<file path="config.mk">
export PLATFORM = sky130hd
export DESIGN_NAME = countdown_timer_mmss
export DESIGN_NICKNAME = d
export VERILOG_FILES = /design/src/rtl/countdown_timer_mmss.sv
export SDC_FILE = /design/constraint.sdc
export NUM_CORES = 1
export LEC_CHECK = 0
export CAP_MARGIN = 30
export CORE_ASPECT_RATIO = 1.75
export CORE_MARGIN = 2
export CORE_UTILIZATION = 55
export DETAILED_ROUTE_END_ITERATION = 8
export PLACE_DENSITY = 0.92
export SLEW_MARGIN = 15
export SYNTH_ARGS = -nofsm -noshare
export SYNTH_HDL_FRONTEND = slang
export SYNTH_SLANG_ARGS = --single-unit
</file>
<file path="constraint.sdc">
create_clock -name Clk -period 3.95 [get_ports Clk]
set_input_delay 0.5925 -clock Clk [delete_from_list [all_inputs] [get_ports Clk]]
set_output_delay 0.5925 -clock Clk [all_outputs]
set_load 0.01 [all_outputs]
</file>
<file path="src/rtl/countdown_timer_mmss.sv">
// MM:SS BCD countdown timer (00:00..59:59) with a run/pause/alarm controller.
// Shares the 1 Hz Tick enable and the active-low Clr line with the clock counters.
module countdown_timer_mmss #(
  parameter int unsigned RING_TICKS = 10
) (
  input  logic       Clk,
  input  logic       Clr,
  input  logic       Tick,
  input  logic       LD,
  input  logic [2:0] IN_MT,
  input  logic [3:0] IN_MU,
  input  logic [2:0] IN_ST,
  input  logic [3:0] IN_SU,
  input  logic       Start,
  input  logic       Stop,
  output logic [2:0] MT,
  output logic [3:0] MU,
  output logic [2:0] ST,
  output logic [3:0] SU,
  output logic       Running,
  output logic       Alarm
);

  typedef enum logic [1:0] {IDLE, RUN, PAUSE, RING} state_t;

  localparam logic [7:0] RingLast = 8'(RING_TICKS);

  state_t     r_state;
  logic [7:0] r_ringCnt;

  logic [2:0] w_ldMt, w_ldSt, w_decMt, w_decSt;
  logic [3:0] w_ldMu, w_ldSu, w_decMu, w_decSu;
  logic       w_borrowSu, w_borrowSt, w_borrowMu;
  logic       w_nonZero, w_decZero;
  logic [7:0] w_ringNext;

  // Out-of-range preset digits saturate to the largest legal digit.
  assign w_ldMt = (IN_MT > 3'd5) ? 3'd5 : IN_MT;
  assign w_ldMu = (IN_MU > 4'd9) ? 4'd9 : IN_MU;
  assign w_ldSt = (IN_ST > 3'd5) ? 3'd5 : IN_ST;
  assign w_ldSu = (IN_SU > 4'd9) ? 4'd9 : IN_SU;

  assign w_borrowSu = (SU == 4'd0);
  assign w_decSu    = w_borrowSu ? 4'd9 : SU - 4'd1;
  assign w_borrowSt = w_borrowSu && (ST == 3'd0);
  assign w_decSt    = w_borrowSu ? ((ST == 3'd0) ? 3'd5 : ST - 3'd1) : ST;
  assign w_borrowMu = w_borrowSt && (MU == 4'd0);
  assign w_decMu    = w_borrowSt ? ((MU == 4'd0) ? 4'd9 : MU - 4'd1) : MU;
  assign w_decMt    = w_borrowMu ? MT - 3'd1 : MT;

  assign w_nonZero  = |{MT, MU, ST, SU};
  assign w_decZero  = ~|{w_decMt, w_decMu, w_decSt, w_decSu};
  assign w_ringNext = r_ringCnt + 8'd1;

  // RUN is only entered with a nonzero value and leaves on reaching 00:00,
  // so the decrement can never wrap below zero.
  always_ff @(posedge Clk or negedge Clr) begin
    if (!Clr) begin
      r_state   <= IDLE;
      r_ringCnt <= 8'd0;
      MT        <= 3'd0;
      MU        <= 4'd0;
      ST        <= 3'd0;
      SU        <= 4'd0;
      Running   <= 1'b0;
      Alarm     <= 1'b0;
    end else begin
      case (r_state)
        IDLE, PAUSE: begin
          if (LD) begin
            MT <= w_ldMt;
            MU <= w_ldMu;
            ST <= w_ldSt;
            SU <= w_ldSu;
          end else if (Stop) begin
            r_state <= r_state;
          end else if (Start && w_nonZero) begin
            r_state <= RUN;
            Running <= 1'b1;
          end
        end
        RUN: begin
          if (Stop) begin
            r_state <= PAUSE;
            Running <= 1'b0;
          end else if (Tick) begin
            MT <= w_decMt;
            MU <= w_decMu;
            ST <= w_decSt;
            SU <= w_decSu;
            if (w_decZero) begin
              r_state   <= RING;
              Running   <= 1'b0;
              Alarm     <= 1'b1;
              r_ringCnt <= 8'd0;
            end
          end
        end
        RING: begin
          if (LD) begin
            MT      <= w_ldMt;
            MU      <= w_ldMu;
            ST      <= w_ldSt;
            SU      <= w_ldSu;
            r_state <= IDLE;
            Alarm   <= 1'b0;
          end else if (Stop) begin
            r_state <= IDLE;
            Alarm   <= 1'b0;
          end else if (Tick) begin
            r_ringCnt <= w_ringNext;
            if (w_ringNext == RingLast) begin
              r_state <= IDLE;
              Alarm   <= 1'b0;
            end
          end
        end
        default: begin
          r_state <= IDLE;
          Running <= 1'b0;
          Alarm   <= 1'b0;
        end
      endcase
    end
  end

endmodule

</file>
* After elaboration in Yosys (flattened, before gate mapping)
Cells that the tools add are included.
Storage, ports and cells: register bits 26, logic and storage cells 112
Cells by class: add/subtract/negate cells 5, equality and inequality tests 18, multiplexer cells 59, order comparisons 4, reductions and logical operators 18
Operators by type and width (number):
- 8-bit two-way mux | 6
- 4-bit two-way mux | 11
- 3-bit two-way mux | 11
- 14-bit OR reduction | 2
- 2-bit two-way mux | 10
- 2-bit != test (second input constant) | 9
- 4-bit one-hot mux with 2 select lines | 2
- 8-bit one-hot mux with 2 select lines | 1
- 7-bit AND reduction | 2
- 1-bit two-way mux | 13
- 3-bit one-hot mux with 2 select lines | 2
- 6-bit AND reduction | 2
- 8-bit by 1-bit adder with 8-bit output (second input constant) | 1
- 8-bit by 4-bit equality test with 1-bit output (second input constant) | 1
- 4-bit > comparator (second input constant) | 2
- 4-bit zero test | 2
- 4-bit != test (second input constant) | 2
- 4-bit by 1-bit subtractor with 4-bit output (second input constant) | 2
- 3-bit > comparator (second input constant) | 2
- 3-bit != test (second input constant) | 2
- 2-bit one-hot mux with 3 select lines | 1
- 3-bit by 1-bit subtractor with 3-bit output (second input constant) | 2
- 2-bit equality test (second input constant) | 2
- 1-bit one-hot mux with 2 select lines | 2
- other kinds (9) | 12

* Depth between registers and ports, before layout
depth after elaboration 9, depth in mapped cells 7, depth with buffers taken out 7

* Worst setup path before layout
Ideal clock, no wire load.
path type in2reg, start point input port Stop, end point register r_ringCnt[4], data required time 3.826 ns, cell stages on the path 5, path slack 1.872 ns, library setup time 0.124 ns, arrival time 1.954 ns, path through or4bb_1 nor4_4 o221ai_2 and2_1 a211o_1
On the way: cells in the longest elaborated chain, start to end 2, elaborated cells between the ends (all ways) 3
Ends and longest elaborated chain:
- from (decl) | RTL line 15 | input logic Stop,
- 2-bit != test (no source line)
- 7-bit AND reduction (no source line) *
- to (signal assigned) | RTL line 111 | r_ringCnt <= w_ringNext;
- to (decl) | RTL line 29 | logic [7:0] r_ringCnt;
Every way passes the cells marked *; elsewhere a longest branch is shown, timed or not. A chain may end at the register's enable or synchronous reset.

* Final worst setup path
start point input port Tick, end point register r_ringCnt[4]
On the way: cells in the longest elaborated chain, start to end 2, elaborated cells between the ends (all ways) 3
Ends and longest elaborated chain:
- from (decl) | RTL line 8 | input logic Tick,
- 2-bit != test (no source line)
- 7-bit AND reduction (no source line) *
Marks and branches as above.

==> flow_metrics.py <==
metrics = {
    "cts": {
        "cts-htree-levels": 1,
        "cts.path.max_buffers": 2,
        "clock_latency_ps": 280,
        "cts_tree": "built",
        "cts_buffers": 3,
        "cts_resized": 0,
        "post_cts_buffers": 0,
        "holdBufCountCts": 0,
        "cts_root_buf": "clkbuf_8",
        "worst_setup_hold_path_clk_slew_ps": 90,
        "cts_num_sinks": 26,
    },
    "layout": {
        "final_design_area_no_fill_um2": 2180,
        "drive_gt1_frac": 0.0636,
        "antenna_cells": 0,
        "areaGrowthSynthToFinish_pct": 25.6,
        "finalNetCount": 260,
        "final_core_utilization": 0.709,
        "final_cell_mix": "35 x clkdlybuf4s50_1, 26 x dfrtp_1, 17 x nor2_1",
        "final_common_cell": "clkdlybuf4s50_1",
        "final.fill_count": 246,
    },
    "logic_synthesis": {
        "largest_family_of_logic_cells_by_synthesized_area": "compound AO/OA/AOI/OAI gates",
        "synth-compound-area-share": 0.278,
        "synthesis.yosys.warnings": 0,
        "synth_enable_flop_cells": 0,
        "synthesized_instance_count": 203,
        "synthXorXnorAreaFrac": 0.0152,
        "synth-adder-area-share": 0.0216,
        "ys_seq_elements": 26,
        "simple_gate_portion_of_the_synthesized_area": 0.266,
        "syn-num-nets": 226,
        "syn_area_um2": 1730,
        "synth_cell_types": 51,
        "yosys-mux-area-fraction": 0,
        "syn_avg_cell_area_um2": 8.54,
        "synth.yosys.seq_area_share": 0.375,
        "main_synth_ff_type": "dfrtp_1",
        "async_s_r_ff_share_synth": 1.00,
    },
    "drt": {
        "drt-vias-per-instance": 6.37,
        "wire_per_inst_um": 16.3,
        "routed-via-count": 1777,
        "drc": 0,
        "detail_route.first_pass.iterations": 4,
        "detailedRoute.firstIterationViolations": 71,
        "finalWirelength_um": 4550,
        "drtAntennaViolNets": 0,
    },
    "sta": {
        "layout_min_cycle_time_ps": 2500,
        "unrepaired_setup_endpoints_after_global_routing": "false",
        "fmax_mhz": 400,
        "setup_violations": 0,
        "min_period_over_period": 0.633,
        "setup_ws_ps": 1450,
        "setup_total_negative_slack_ps": 0,
        "fin_worst_hold_slack_ps": 519,
        "timing_worst_slew_pin_value_ps": 850,
        "final_hold_vio_count": 0,
        "skew_ps": 7.95,
        "timing.final.max_slew_violations": 0,
        "timing.slew.headroom": 0.431,
    },
    "floorplan": {
        "die-width_um": 46.4,
        "start_util": 0.564,
        "placementRows": 27,
        "die_h_um": 78.3,
        "coreArea_um2": 3070,
        "floorplan.die_area_um2": 3640,
        "io-pin-count": 36,
    },
    "worst_setup_path": {
        "timing.critical_path.from_type": "primary input",
        "crit_slowest_cell": "or4bb_1",
        "worst_path_largest_cell_delay_ps": 650,
        "crit-reg2reg-launch": "SU[0]",
        "cp_data_arrival_time_ps": 2720,
        "timing.critical_path.to_type": "flip-flop",
        "path_max_fanout": 6,
        "path_class": "primary input to flip-flop",
        "cp.required_ps": 4170,
        "worstPathCellList": "clkdlybuf4s50_1, or4bb_1, nor4_4, o221ai_2, a2111oi_2, a211o_1",
        "critPathLaunch": "Tick",
    },
    "worst_hold_path": {
        "worstHoldPathType": "flip-flop to flip-flop",
        "timing.hold.worst.start": "Running",
    },
    "global_routing": {
        "grt_pass1_vias": 1791,
        "grt_antenna_before_repair": 0,
        "largest_net_degree_at_the_start_of_global_routing": 27,
        "first_pass_grt_wire_length_um": 7780,
        "global_route.overflow_total": 0,
        "globalRouteTotalUtil": 0.285,
    },
    "place": {
        "pre_cts_slack_ps": 1200,
        "hpwl_um": 3360,
        "placement.io_buffers": 35,
        "gp_routability_congestion": 0.884,
        "postPlaceCellArea_um2": 2120,
    },
    "run_status": {
        "status": "finished, final reports clean",
    },
    "power": {
        "leakagePower_nw": 0.860,
        "worst_vdd_ir_v": 0.000514,
        "power.density_nw_per_um2": 588,
    },
    "run": {
        "maxCapViolCount": 0,
    },
}
cell families (layout without fill, tap and decap cells):
family / Yosys count / count (layout)
AND/OR/NAND/NOR: 79 / 79
AO/OA/AOI/OAI: 72 / 72
flip-flops: 26 / 26
adder cells (fa/ha/maj): 3 / 3
XOR/XNOR: 3 / 3
buffers and inverters: 20 / 53
through the flow:
step	instances	total power, mW
2_1_floorplan	203	0.826
3_3_place_gp	275	1.08
3_5_place_dp	275	1.10
4_1_cts	279	1.28
5_1_grt	279	1.38
6_report	279	1.28
per-layer routing:
metal | wire (µm) | up-vias | track usage
li1 | - | 845 | -
met4 | 230 | 0 | 0.189
met5 | 0 | - | 0
met2 | 2380 | 58 | 0.474
met3 | 213 | 22 | 0.0299
met1 | 1720 | 852 | 0.320
flip-flops by register name, summed over array words and instances, names as in the netlist:
name / flops
r_state: 2
ST: 3
Alarm: 1
SU: 4
MT: 3
r_ringCnt: 8
MU: 4
Running: 1
worst paths after layout:
check	end	slack (ps)	cells past startpoint
max in group asynchronous	ST[1]	3010	2
setup / recovery	r_ringCnt[4]	1450	6
hold reg to reg	Running	520	1
min in group asynchronous	Running	670	2
setup reg to reg	r_ringCnt[7]	1580	5
hold / removal	Running	520	1
layout make-up:
cell class,count,area (µm²),area share
Tap cell,43,53.8,0.0247
Timing Repair Buffer,37,365,0.168
Inverter,12,45.0,0.0207
Multi-Input combinational cell,157,1010,0.463
Clock buffer,4,55.1,0.0253
Sequential cell,26,651,0.299
worst max-delay path: cells and delay by family:
kind / cells / cell delay (ps)
compound gates: 3 / 750
buf+inv: 1 / 540
simple gates: 2 / 840
power by group:
group | leakage (nW) | switching (mW) | internal (mW) | total [mW]
sequential | 0.330 | 0.139 | 0.349 | 0.488
clock | 0.0288 | 0.0854 | 0.0893 | 0.175
combinational | 0.501 | 0.324 | 0.294 | 0.619
total | 0.860 | 0.548 | 0.733 | 1.28
cell usage after synthesis, types with 3 or more instances:
master	number	area (µm²)
o21ai_0	12	60.1
nor4_1	3	18.8
nand3_1	8	40.0
a211oi_1	3	22.5
and2_1	3	18.8
nor2_1	17	63.8
ha_1	3	37.5
a311oi_1	3	26.3
inv_1	12	45.0
clkbuf_1	7	26.3
o22ai_1	5	31.3
nand2_1	11	41.3
a21oi_1	16	80.1
nor2b_1	4	25.0
a31oi_1	11	68.8
and3_1	6	37.5
nor3_1	8	40.0
o21a_1	4	30.0
xnor2_1	3	26.3
dfrtp_1	26	651
No activity file was read; power rests on OpenSTA's default activity.
